**config.mk**
```make
export PLATFORM = sky130hd
export DESIGN_NAME = bus_transfer_ctrl_flat
export DESIGN_NICKNAME = d
export VERILOG_FILES = /design/src/rtl/bus_transfer_ctrl_if.sv /design/src/rtl/bus_transfer_ctrl.sv /design/src/flat_wrapper.sv
export SDC_FILE = /design/constraint.sdc
export NUM_CORES = 1
export LEC_CHECK = 0
export BUFFER_PORTS_ARGS = -buffer_cell sky130_fd_sc_hd__buf_4
export CORE_AREA = 4 4 241 243
export CTS_BUF_LIST = sky130_fd_sc_hd__clkbuf_2 sky130_fd_sc_hd__clkbuf_4 sky130_fd_sc_hd__clkbuf_8
export CTS_CLUSTER_SIZE = 14
export DETAILED_ROUTE_END_ITERATION = 10
export DIE_AREA = 0 0 245 247
export GPL_ROUTABILITY_DRIVEN = 1
export GPL_TIMING_DRIVEN = 0
export PLACE_DENSITY = 0.69
export SYNTH_ARGS = -nofsm -noshare
export SYNTH_HDL_FRONTEND = slang
export SYNTH_SLANG_ARGS = --single-unit
```
**constraint.sdc**
```tcl
create_clock -name clock -period 2.5 [get_ports clock]
set_input_delay 0.5 -clock clock [delete_from_list [all_inputs] [get_ports clock]]
set_output_delay 0.5 -clock clock [all_outputs]
set_load 0.05 [all_outputs]
```
**src/rtl/bus_transfer_ctrl_if.sv**
```systemverilog
// Request/bus handshake bundle for bus_transfer_ctrl.
// master: requester and bus-mux side; slave: the transfer controller.
interface bus_transfer_ctrl_if #(
   parameter int WIDTH = 32,
   parameter int SEL_W = 5
) ();

   logic             req_valid;
   logic             req_ready;
   logic [SEL_W-1:0] src_sel;
   logic [SEL_W-1:0] dst_sel;
   logic [WIDTH-1:0] bus_in;
   logic [SEL_W-1:0] bus_select;
   logic             done;
   logic             err;

   modport master (
      output req_valid,
      output src_sel,
      output dst_sel,
      output bus_in,
      input  req_ready,
      input  bus_select,
      input  done,
      input  err
   );

   modport slave (
      input  req_valid,
      input  src_sel,
      input  dst_sel,
      input  bus_in,
      output req_ready,
      output bus_select,
      output done,
      output err
   );

endinterface

```
**src/rtl/bus_transfer_ctrl.sv**
```systemverilog
// Write end of the datapath bus. It takes src/dst transfer requests,
// drives the bus-mux select, then loads bus_in into R0-R15/HI/LO.
// Ports: clock, clear (sync, active-high), bus (slave handshake/bus),
// R0..R15, HI, LO (register contents fed back to the bus mux).
module bus_transfer_ctrl #(
   parameter int WIDTH   = 32,
   parameter int SEL_W   = 5,
   parameter int MAX_SRC = 23,
   parameter int MAX_DST = 17
) (
   input  logic               clock,
   input  logic               clear,
   bus_transfer_ctrl_if.slave bus,
   output logic [WIDTH-1:0]   R0,
   output logic [WIDTH-1:0]   R1,
   output logic [WIDTH-1:0]   R2,
   output logic [WIDTH-1:0]   R3,
   output logic [WIDTH-1:0]   R4,
   output logic [WIDTH-1:0]   R5,
   output logic [WIDTH-1:0]   R6,
   output logic [WIDTH-1:0]   R7,
   output logic [WIDTH-1:0]   R8,
   output logic [WIDTH-1:0]   R9,
   output logic [WIDTH-1:0]   R10,
   output logic [WIDTH-1:0]   R11,
   output logic [WIDTH-1:0]   R12,
   output logic [WIDTH-1:0]   R13,
   output logic [WIDTH-1:0]   R14,
   output logic [WIDTH-1:0]   R15,
   output logic [WIDTH-1:0]   HI,
   output logic [WIDTH-1:0]   LO
);

   localparam int NREG = MAX_DST + 1;

   localparam logic [1:0] S_IDLE  = 2'd0;
   localparam logic [1:0] S_DRIVE = 2'd1;
   localparam logic [1:0] S_LOAD  = 2'd2;
   localparam logic [1:0] S_RESP  = 2'd3;

   logic [1:0]       state_q, state_d;
   logic [SEL_W-1:0] src_q, src_d;
   logic [SEL_W-1:0] dst_q, dst_d;
   logic             rej_q, rej_d;
   logic [WIDTH-1:0] regs_q [NREG];
   logic [WIDTH-1:0] regs_d [NREG];

   logic src_bad;
   logic dst_bad;

   assign src_bad = bus.src_sel > SEL_W'(MAX_SRC);
   assign dst_bad = bus.dst_sel > SEL_W'(MAX_DST);

   always_comb begin
      state_d = state_q;
      src_d   = src_q;
      dst_d   = dst_q;
      rej_d   = rej_q;
      regs_d  = regs_q;
      unique case (state_q)
         S_IDLE: begin
            if (bus.req_valid) begin
               src_d = bus.src_sel;
               dst_d = bus.dst_sel;
               // rejected codes skip the bus phases entirely
               if (src_bad || dst_bad) begin
                  rej_d   = 1'b1;
                  state_d = S_RESP;
               end else begin
                  rej_d   = 1'b0;
                  state_d = S_DRIVE;
               end
            end
         end
         S_DRIVE: begin
            state_d = S_LOAD;
         end
         S_LOAD: begin
            // dst_q is always legal here; illegal codes never reach LOAD
            regs_d[dst_q] = bus.bus_in;
            state_d       = S_RESP;
         end
         S_RESP: begin
            state_d = S_IDLE;
         end
         default: begin
            state_d = S_IDLE;
         end
      endcase
   end

   always_ff @(posedge clock) begin
      if (clear) begin
         state_q <= S_IDLE;
         src_q   <= '0;
         dst_q   <= '0;
         rej_q   <= 1'b0;
         for (int i = 0; i < NREG; i++) begin
            regs_q[i] <= '0;
         end
      end else begin
         state_q <= state_d;
         src_q   <= src_d;
         dst_q   <= dst_d;
         rej_q   <= rej_d;
         regs_q  <= regs_d;
      end
   end

   // select is live only while the mux output is being consumed
   assign bus.bus_select = (state_q == S_DRIVE || state_q == S_LOAD)
                           ? src_q : '0;
   assign bus.req_ready  = (state_q == S_IDLE);
   assign bus.done       = (state_q == S_RESP) && !rej_q;
   assign bus.err        = (state_q == S_RESP) && rej_q;

   assign R0  = regs_q[0];
   assign R1  = regs_q[1];
   assign R2  = regs_q[2];
   assign R3  = regs_q[3];
   assign R4  = regs_q[4];
   assign R5  = regs_q[5];
   assign R6  = regs_q[6];
   assign R7  = regs_q[7];
   assign R8  = regs_q[8];
   assign R9  = regs_q[9];
   assign R10 = regs_q[10];
   assign R11 = regs_q[11];
   assign R12 = regs_q[12];
   assign R13 = regs_q[13];
   assign R14 = regs_q[14];
   assign R15 = regs_q[15];
   assign HI  = regs_q[16];
   assign LO  = regs_q[17];

endmodule

```
**src/flat_wrapper.sv**
```systemverilog
// flat-port wrapper written by rule: the top's interface ports become plain ports
module bus_transfer_ctrl_flat 
#(
   parameter int WIDTH   = 32,
   parameter int SEL_W   = 5,
   parameter int MAX_SRC = 23,
   parameter int MAX_DST = 17
)
  (clock, clear, R0, R1, R2, R3, R4, R5, R6, R7, R8, R9, R10, R11, R12, R13, R14, R15, HI, LO, bus_req_valid, bus_src_sel, bus_dst_sel, bus_bus_in, bus_req_ready, bus_bus_select, bus_done, bus_err);
  bus_transfer_ctrl_if #(.WIDTH(WIDTH), .SEL_W(SEL_W)) bus_i ();
  input  logic clock;
  input  logic clear;
  output logic [WIDTH-1:0] R0;
  output logic [WIDTH-1:0] R1;
  output logic [WIDTH-1:0] R2;
  output logic [WIDTH-1:0] R3;
  output logic [WIDTH-1:0] R4;
  output logic [WIDTH-1:0] R5;
  output logic [WIDTH-1:0] R6;
  output logic [WIDTH-1:0] R7;
  output logic [WIDTH-1:0] R8;
  output logic [WIDTH-1:0] R9;
  output logic [WIDTH-1:0] R10;
  output logic [WIDTH-1:0] R11;
  output logic [WIDTH-1:0] R12;
  output logic [WIDTH-1:0] R13;
  output logic [WIDTH-1:0] R14;
  output logic [WIDTH-1:0] R15;
  output logic [WIDTH-1:0] HI;
  output logic [WIDTH-1:0] LO;
  input wire logic [$bits(bus_i.req_valid)-1:0] bus_req_valid;
  input wire logic [$bits(bus_i.src_sel)-1:0] bus_src_sel;
  input wire logic [$bits(bus_i.dst_sel)-1:0] bus_dst_sel;
  input wire logic [$bits(bus_i.bus_in)-1:0] bus_bus_in;
  output wire logic [$bits(bus_i.req_ready)-1:0] bus_req_ready;
  output wire logic [$bits(bus_i.bus_select)-1:0] bus_bus_select;
  output wire logic [$bits(bus_i.done)-1:0] bus_done;
  output wire logic [$bits(bus_i.err)-1:0] bus_err;
  assign bus_i.req_valid = bus_req_valid;
  assign bus_i.src_sel = bus_src_sel;
  assign bus_i.dst_sel = bus_dst_sel;
  assign bus_i.bus_in = bus_bus_in;
  assign bus_req_ready = bus_i.req_ready;
  assign bus_bus_select = bus_i.bus_select;
  assign bus_done = bus_i.done;
  assign bus_err = bus_i.err;
  bus_transfer_ctrl #(.WIDTH(WIDTH), .SEL_W(SEL_W), .MAX_SRC(MAX_SRC), .MAX_DST(MAX_DST)) u_core (.clock(clock), .clear(clear), .bus(bus_i), .R0(R0), .R1(R1), .R2(R2), .R3(R3), .R4(R4), .R5(R5), .R6(R6), .R7(R7), .R8(R8), .R9(R9), .R10(R10), .R11(R11), .R12(R12), .R13(R13), .R14(R14), .R15(R15), .HI(HI), .LO(LO));
endmodule
```
* Word-level counts from Yosys, hierarchy flattened
Index checks and enable logic that the tools add are counted.
** Storage, ports and cells
- Bits of input ports :: 45
- ROM bits :: 0
- Bits in latches :: 0
- Word-level logic and storage cells :: 47
- Memories kept :: 0
- Flip-flop bits (word level) :: 589
- Memory bits (writable) :: 0
- Output and inout bits :: 584
** Cells by class
- Equality and inequality tests :: 4
- Reductions and logical operators :: 8
- Order comparisons :: 4
- Multiply operators :: 0
- Bitwise operators :: 1
- Shifts and indexed selects :: 0
- Div/mod/pow operators :: 0
- $add $sub $neg :: 0
- Mux-type cells :: 8
** Operator list (number)
- 576-bit bitwise mux :: 1
- 32-bit demux with 5-bit select :: 1
- 32-bit 2-to-1 mux :: 1
- 5-bit > comparator, second input constant :: 2
- 2-bit one-hot mux with 4 select lines :: 1
- 6-bit >= comparator, second input constant :: 1
- 6-bit by 1-bit less-than comparator with 1-bit output, second input constant :: 1
- 5-bit inverter with 6-bit output :: 1
- 5-bit 2-to-1 mux :: 1
- 2-bit equality test, second input constant :: 2
- 2-bit 2-to-1 mux :: 2
- 1-bit logical AND :: 3
- 2-bit by 1-bit equality test with 1-bit output, second input constant :: 1
- 2-bit zero test :: 1
- 1-bit logical OR :: 2
- 2-bit inequality test, second input constant :: 1
- 2-bit AND reduction :: 1
- 1-bit zero test :: 1
- 1-bit 2-to-1 mux :: 1

* Logic depth before layout (Yosys ltp)
- Depth after elaboration :: 6
- Mapped depth :: 8
- Gate-level depth less buffers :: 5

* Least setup slack after synthesis
Ideal clock, no wire load.
- Path type :: register to register
- From :: register u_core.state_q[0]
- To :: register u_core.regs_q (netlist bit u_core.R0[29])
- Cell stages (with the launch flop) :: 9
- Setup slack :: 0.711 ns
- Clock period less this slack :: 1.789 ns
- Buffers on the path :: 3
- Data required time :: 2.368 ns
- Arrival time :: 1.657 ns
- Library setup time :: 0.132 ns
- Cells stage by stage :: dfxtp_1 > inv_1 > ha_1 > or4b_4 > buf_6 > buf_6 > buf_6 > o21ai_1 > a21oi_1
** Between the ends
- Longest elaborated chain between the ends :: 1
** Ends and longest elaborated chain
- from (decl) :: line bus_transfer_ctrl.sv:41 : logic [1:0] state_q, state_d;
- from (signal assigned) :: line bus_transfer_ctrl.sv:102 : state_q <= state_d;
- 2-bit equality test :: line bus_transfer_ctrl.sv:60 : unique case (state_q)
- to (signal assigned) :: line bus_transfer_ctrl.sv:106 : regs_q <= regs_d;
- to (decl) :: line bus_transfer_ctrl.sv:45 : logic [WIDTH-1:0] regs_q [NREG];
Every way passes these cells.
A chain may end at the register's enable or synchronous reset.

* Final worst setup path
- From :: register u_core.state_q[1]
- To :: output bus_bus_select[4]
** Between the ends
- Longest elaborated chain between the ends :: 3
- Elaborated cells on any way between the ends :: 4
- Classes of those cells :: 2 x eq/ne; 1 x mux; 1 x reduce/logical
** Ends and longest elaborated chain
- 2-bit by 1-bit equality test with 1-bit output / 2-bit equality test (equally long branches) :: line bus_transfer_ctrl.sv:111 : assign bus.bus_select = (state_q == S_DRIVE || state_q == S_LOAD)
- 1-bit logical OR (*) :: line bus_transfer_ctrl.sv:111
- 5-bit 2-to-1 mux (*) :: line bus_transfer_ctrl.sv:112 : ? src_q : '0;
- to (decl) :: line flat_wrapper.sv:36 : output wire logic [$bits(bus_i.bus_select)-1:0] bus_bus_select;
Mark *: on every way between the ends. The rest lies on a longest branch, timed or not.

==> flow_summary.json <==
{
  "status": "finished, violations left",
  "violations": "capacitance limit, slew limit",
  "yosysWarningCount": 0,
  "fmax_mhz": 422,
  "yosysSeqAreaShare": 0.520,
  "cp_max_fo": 6,
  "grt_max_degree": 14,
  "io_buffer_count": 627,
  "grt_pass1_wl_mm": 146,
  "yosys-top-cells-area": "dfxtp_1, mux2i_1, nand2b_1",
  "drt-total-wl_mm": 103,
  "drive_gt1_frac": 0.270,
  "cap_violations": 1,
  "synthCells": 2473,
  "async_flop_share": 0,
  "p_switching_w": 0.00665,
  "layout.cells.non_filler": 4039,
  "setup_viol": 0,
  "final_area_um2": 30700,
  "p_total_w": 0.0228,
  "setup_slack_ns": 0.133,
  "clock_path_buffers": 3,
  "fillers": 5045,
  "seq_power_share": 0.425,
  "grt_pass1_vias": 21996,
  "antenna_found_initial": 1,
  "die_y_um": 247,
  "fin_crit_sh": 0.947,
  "ys_ff_latch": 589,
  "syn_to_final_growth_pct": 35.2,
  "share_clk_of_total_power": 0.434,
  "clk_latency_ns": 0.69,
  "cellLeakagePower_nw": 13.4,
  "netlist_area_um2": 22700,
  "nets": 3249,
  "antennaDiodeCount": 0,
  "pwr-share-comb": 0.142,
  "cts_tree": "done",
  "place_inst": 3856,
  "critPathArrivalTime_ns": 1.87,
  "place_area_um2": 28300,
  "dr.pass1.iters": 7,
  "ioPinCount": 629,
  "netSwitchingFraction": 0.292,
  "dp_hpwl_mm": 77.0,
  "post-route-drc-count": 0,
  "synth_cell_types": 32,
  "start_util": 0.405,
  "viasPerCell": 5.57,
  "rsz0062_at_grt": "false",
  "rows": 87,
  "fin_skew_ns": 0.0413,
  "crit_path_end_kind": "primary output",
  "cts_resized": 0,
  "slew_headroom": -0.0293,
  "crit_required_ns": 2.00,
  "power.density_nw_per_um2": 743,
  "postCtsSetupRepairBufs": 0,
  "cp-start-kind": "flop",
  "drtIter0Drc": 2284,
  "hold_buffers": 1,
  "slew_viol_final": 11,
  "vias": 22516,
  "clock-root-buffer": "clkbuf_8",
  "synth_area_leader_cell": "dfxtp_1",
  "pre_cts_slack_ns": -0.368,
  "min_period_ns": 2.37,
  "cts_sinks": 589,
  "core_area_um2": 56000,
  "overflow": 0,
  "h-tree-depth": 3,
  "avgRoutedWirePerCell_um": 25.6,
  "grt_use_total": 0.323,
  "hp-class": "in2reg",
  "die_area_um2": 60500,
  "synth_area_per_cell_um2": 9.17,
  "synth_edf_count": 0,
  "worst_pin_slew_ns": 1.54,
  "synth_nets": 2521,
  "synth_top_cell_area_share": 0.520,
  "die_w_um": 245,
  "peakVddDrop_v": 0.000487,
  "path_class": "reg2out",
  "gp_congestion": 0.944,
  "finalSetupTns_ns": 0,
  "ant_nets": 0,
  "cts_inserted_buffers": 98,
  "p_int_w": 0.0161,
  "synth-main-ff-cell": "dfxtp_1",
  "final_hold_viol_count": 0,
  "clkSlewWorstSetupHoldPaths_ns": 0.06
}
[power groups by stage]
stage	combinational (W)	clock, W	sequential [W]
after CTS	0.00318	0.00995	0.00967
after global placement	0.00312	0	0.00987
after detailed placement	0.00317	0	0.00987
final	0.00323	0.00988	0.00968
after global routing	0.00339	0.0104	0.00969
after floorplan	0.00151	0	0.0103
[worst max-delay path, cell delays in order, from the launching register on]
cell,delay (ns)
dfxtp_1,0.39
inv_1,0.06
ha_1,0.34
and2_1,0.19
buf_4,0.19
[registers in the layout (all words and copies together), names as in the netlist, 5 cells and up]
register / count
u_core.HI: 32
u_core.LO: 32
u_core.R0: 32
u_core.R10: 32
u_core.R11: 32
u_core.R12: 32
u_core.R13: 32
u_core.R14: 32
u_core.R15: 32
u_core.R1: 32
u_core.R2: 32
u_core.R3: 32
u_core.R4: 32
u_core.R5: 32
u_core.R6: 32
u_core.R7: 32
u_core.R8: 32
u_core.R9: 32
u_core.dst_q: 5
u_core.src_q: 5
[final cells by class]
type | instances | area (um^2) | share of cell area
plain buffers | 302 | 1260 | 0.0410
clock buffers | 163 | 2060 | 0.0672
clock inverters | 19 | 265 | 0.00865
inverters | 2 | 7.51 | 0.000245
multi-input cells | 1580 | 9630 | 0.314
flip-flops and latches | 589 | 11800 | 0.384
well taps | 756 | 946 | 0.0308
repair buffers | 628 | 4720 | 0.154
[routing by layer]
metal  up-vias  global-route usage  routed length [um]
met2      1386               0.530               47200
met3       309               0.114               12400
li1       9993                   -                   -
met1     10826               0.374               37800
met4         2               0.166                6010
met5         -                   0                  10
[cell usage after synthesis, types with 2 or more instances]
master / number
a21oi_1: 331
and2_1: 9
and4bb_2: 3
buf_1: 45
buf_2: 63
buf_4: 4
buf_6: 4
clkbuf_1: 186
dfxtp_1: 589
ha_1: 3
inv_1: 2
mux2i_1: 256
nand2_1: 28
nand2b_1: 291
nand3_1: 320
nand4bb_1: 2
nor2_1: 3
nor2b_1: 3
o21ai_0: 295
o21ai_1: 23
o21ai_2: 2
[stage by stage]
stage                      util  hold WS, ns
after floorplan               -        0.432
after global placement    0.506        0.440
after detailed placement  0.506        0.446
after CTS                 0.548     0.000733
after global routing      0.548       0.0385
final                     0.548       0.0574
[final timing paths]
check	startpoint	to	slack, ns	cells past startpoint
worst min-delay path	bus_src_sel[1]	u_core.src_q[1]	0.06	3
worst max register to register	u_core.state_q[0]	u_core.R8[14]	0.17	8
worst min register to register	u_core.src_q[0]	u_core.src_q[0]	0.45	2
worst max-delay path	u_core.state_q[1]	bus_bus_select[4]	0.13	4
[logic make-up after synthesis]
kind of cell	Yosys count	share of synthesized area
AO/OA/AOI/OAI	654	0.145
adder cells (fa/ha/maj)	3	0.00165
buffers and inverters	304	0.0558
flip-flops	589	0.520
multiplexers	256	0.113
AND/OR/NAND/NOR	667	0.165
[placed cells by master (no fill, tap or decap), types with 9 or more instances in the layout]
master,instances
dfxtp_1,589
nand2b_1,291
o21ai_0,295
mux2i_1,256
clkbuf_1,185
nand2_1,28
and2_1,9
buf_2,63
clkbuf_4,29
buf_4,631
a21oi_1,331
nand3_1,320
clkbuf_8,134
buf_1,45
clkinv_2,10
o21ai_1,23
Power figures use the tool's default switching activity.
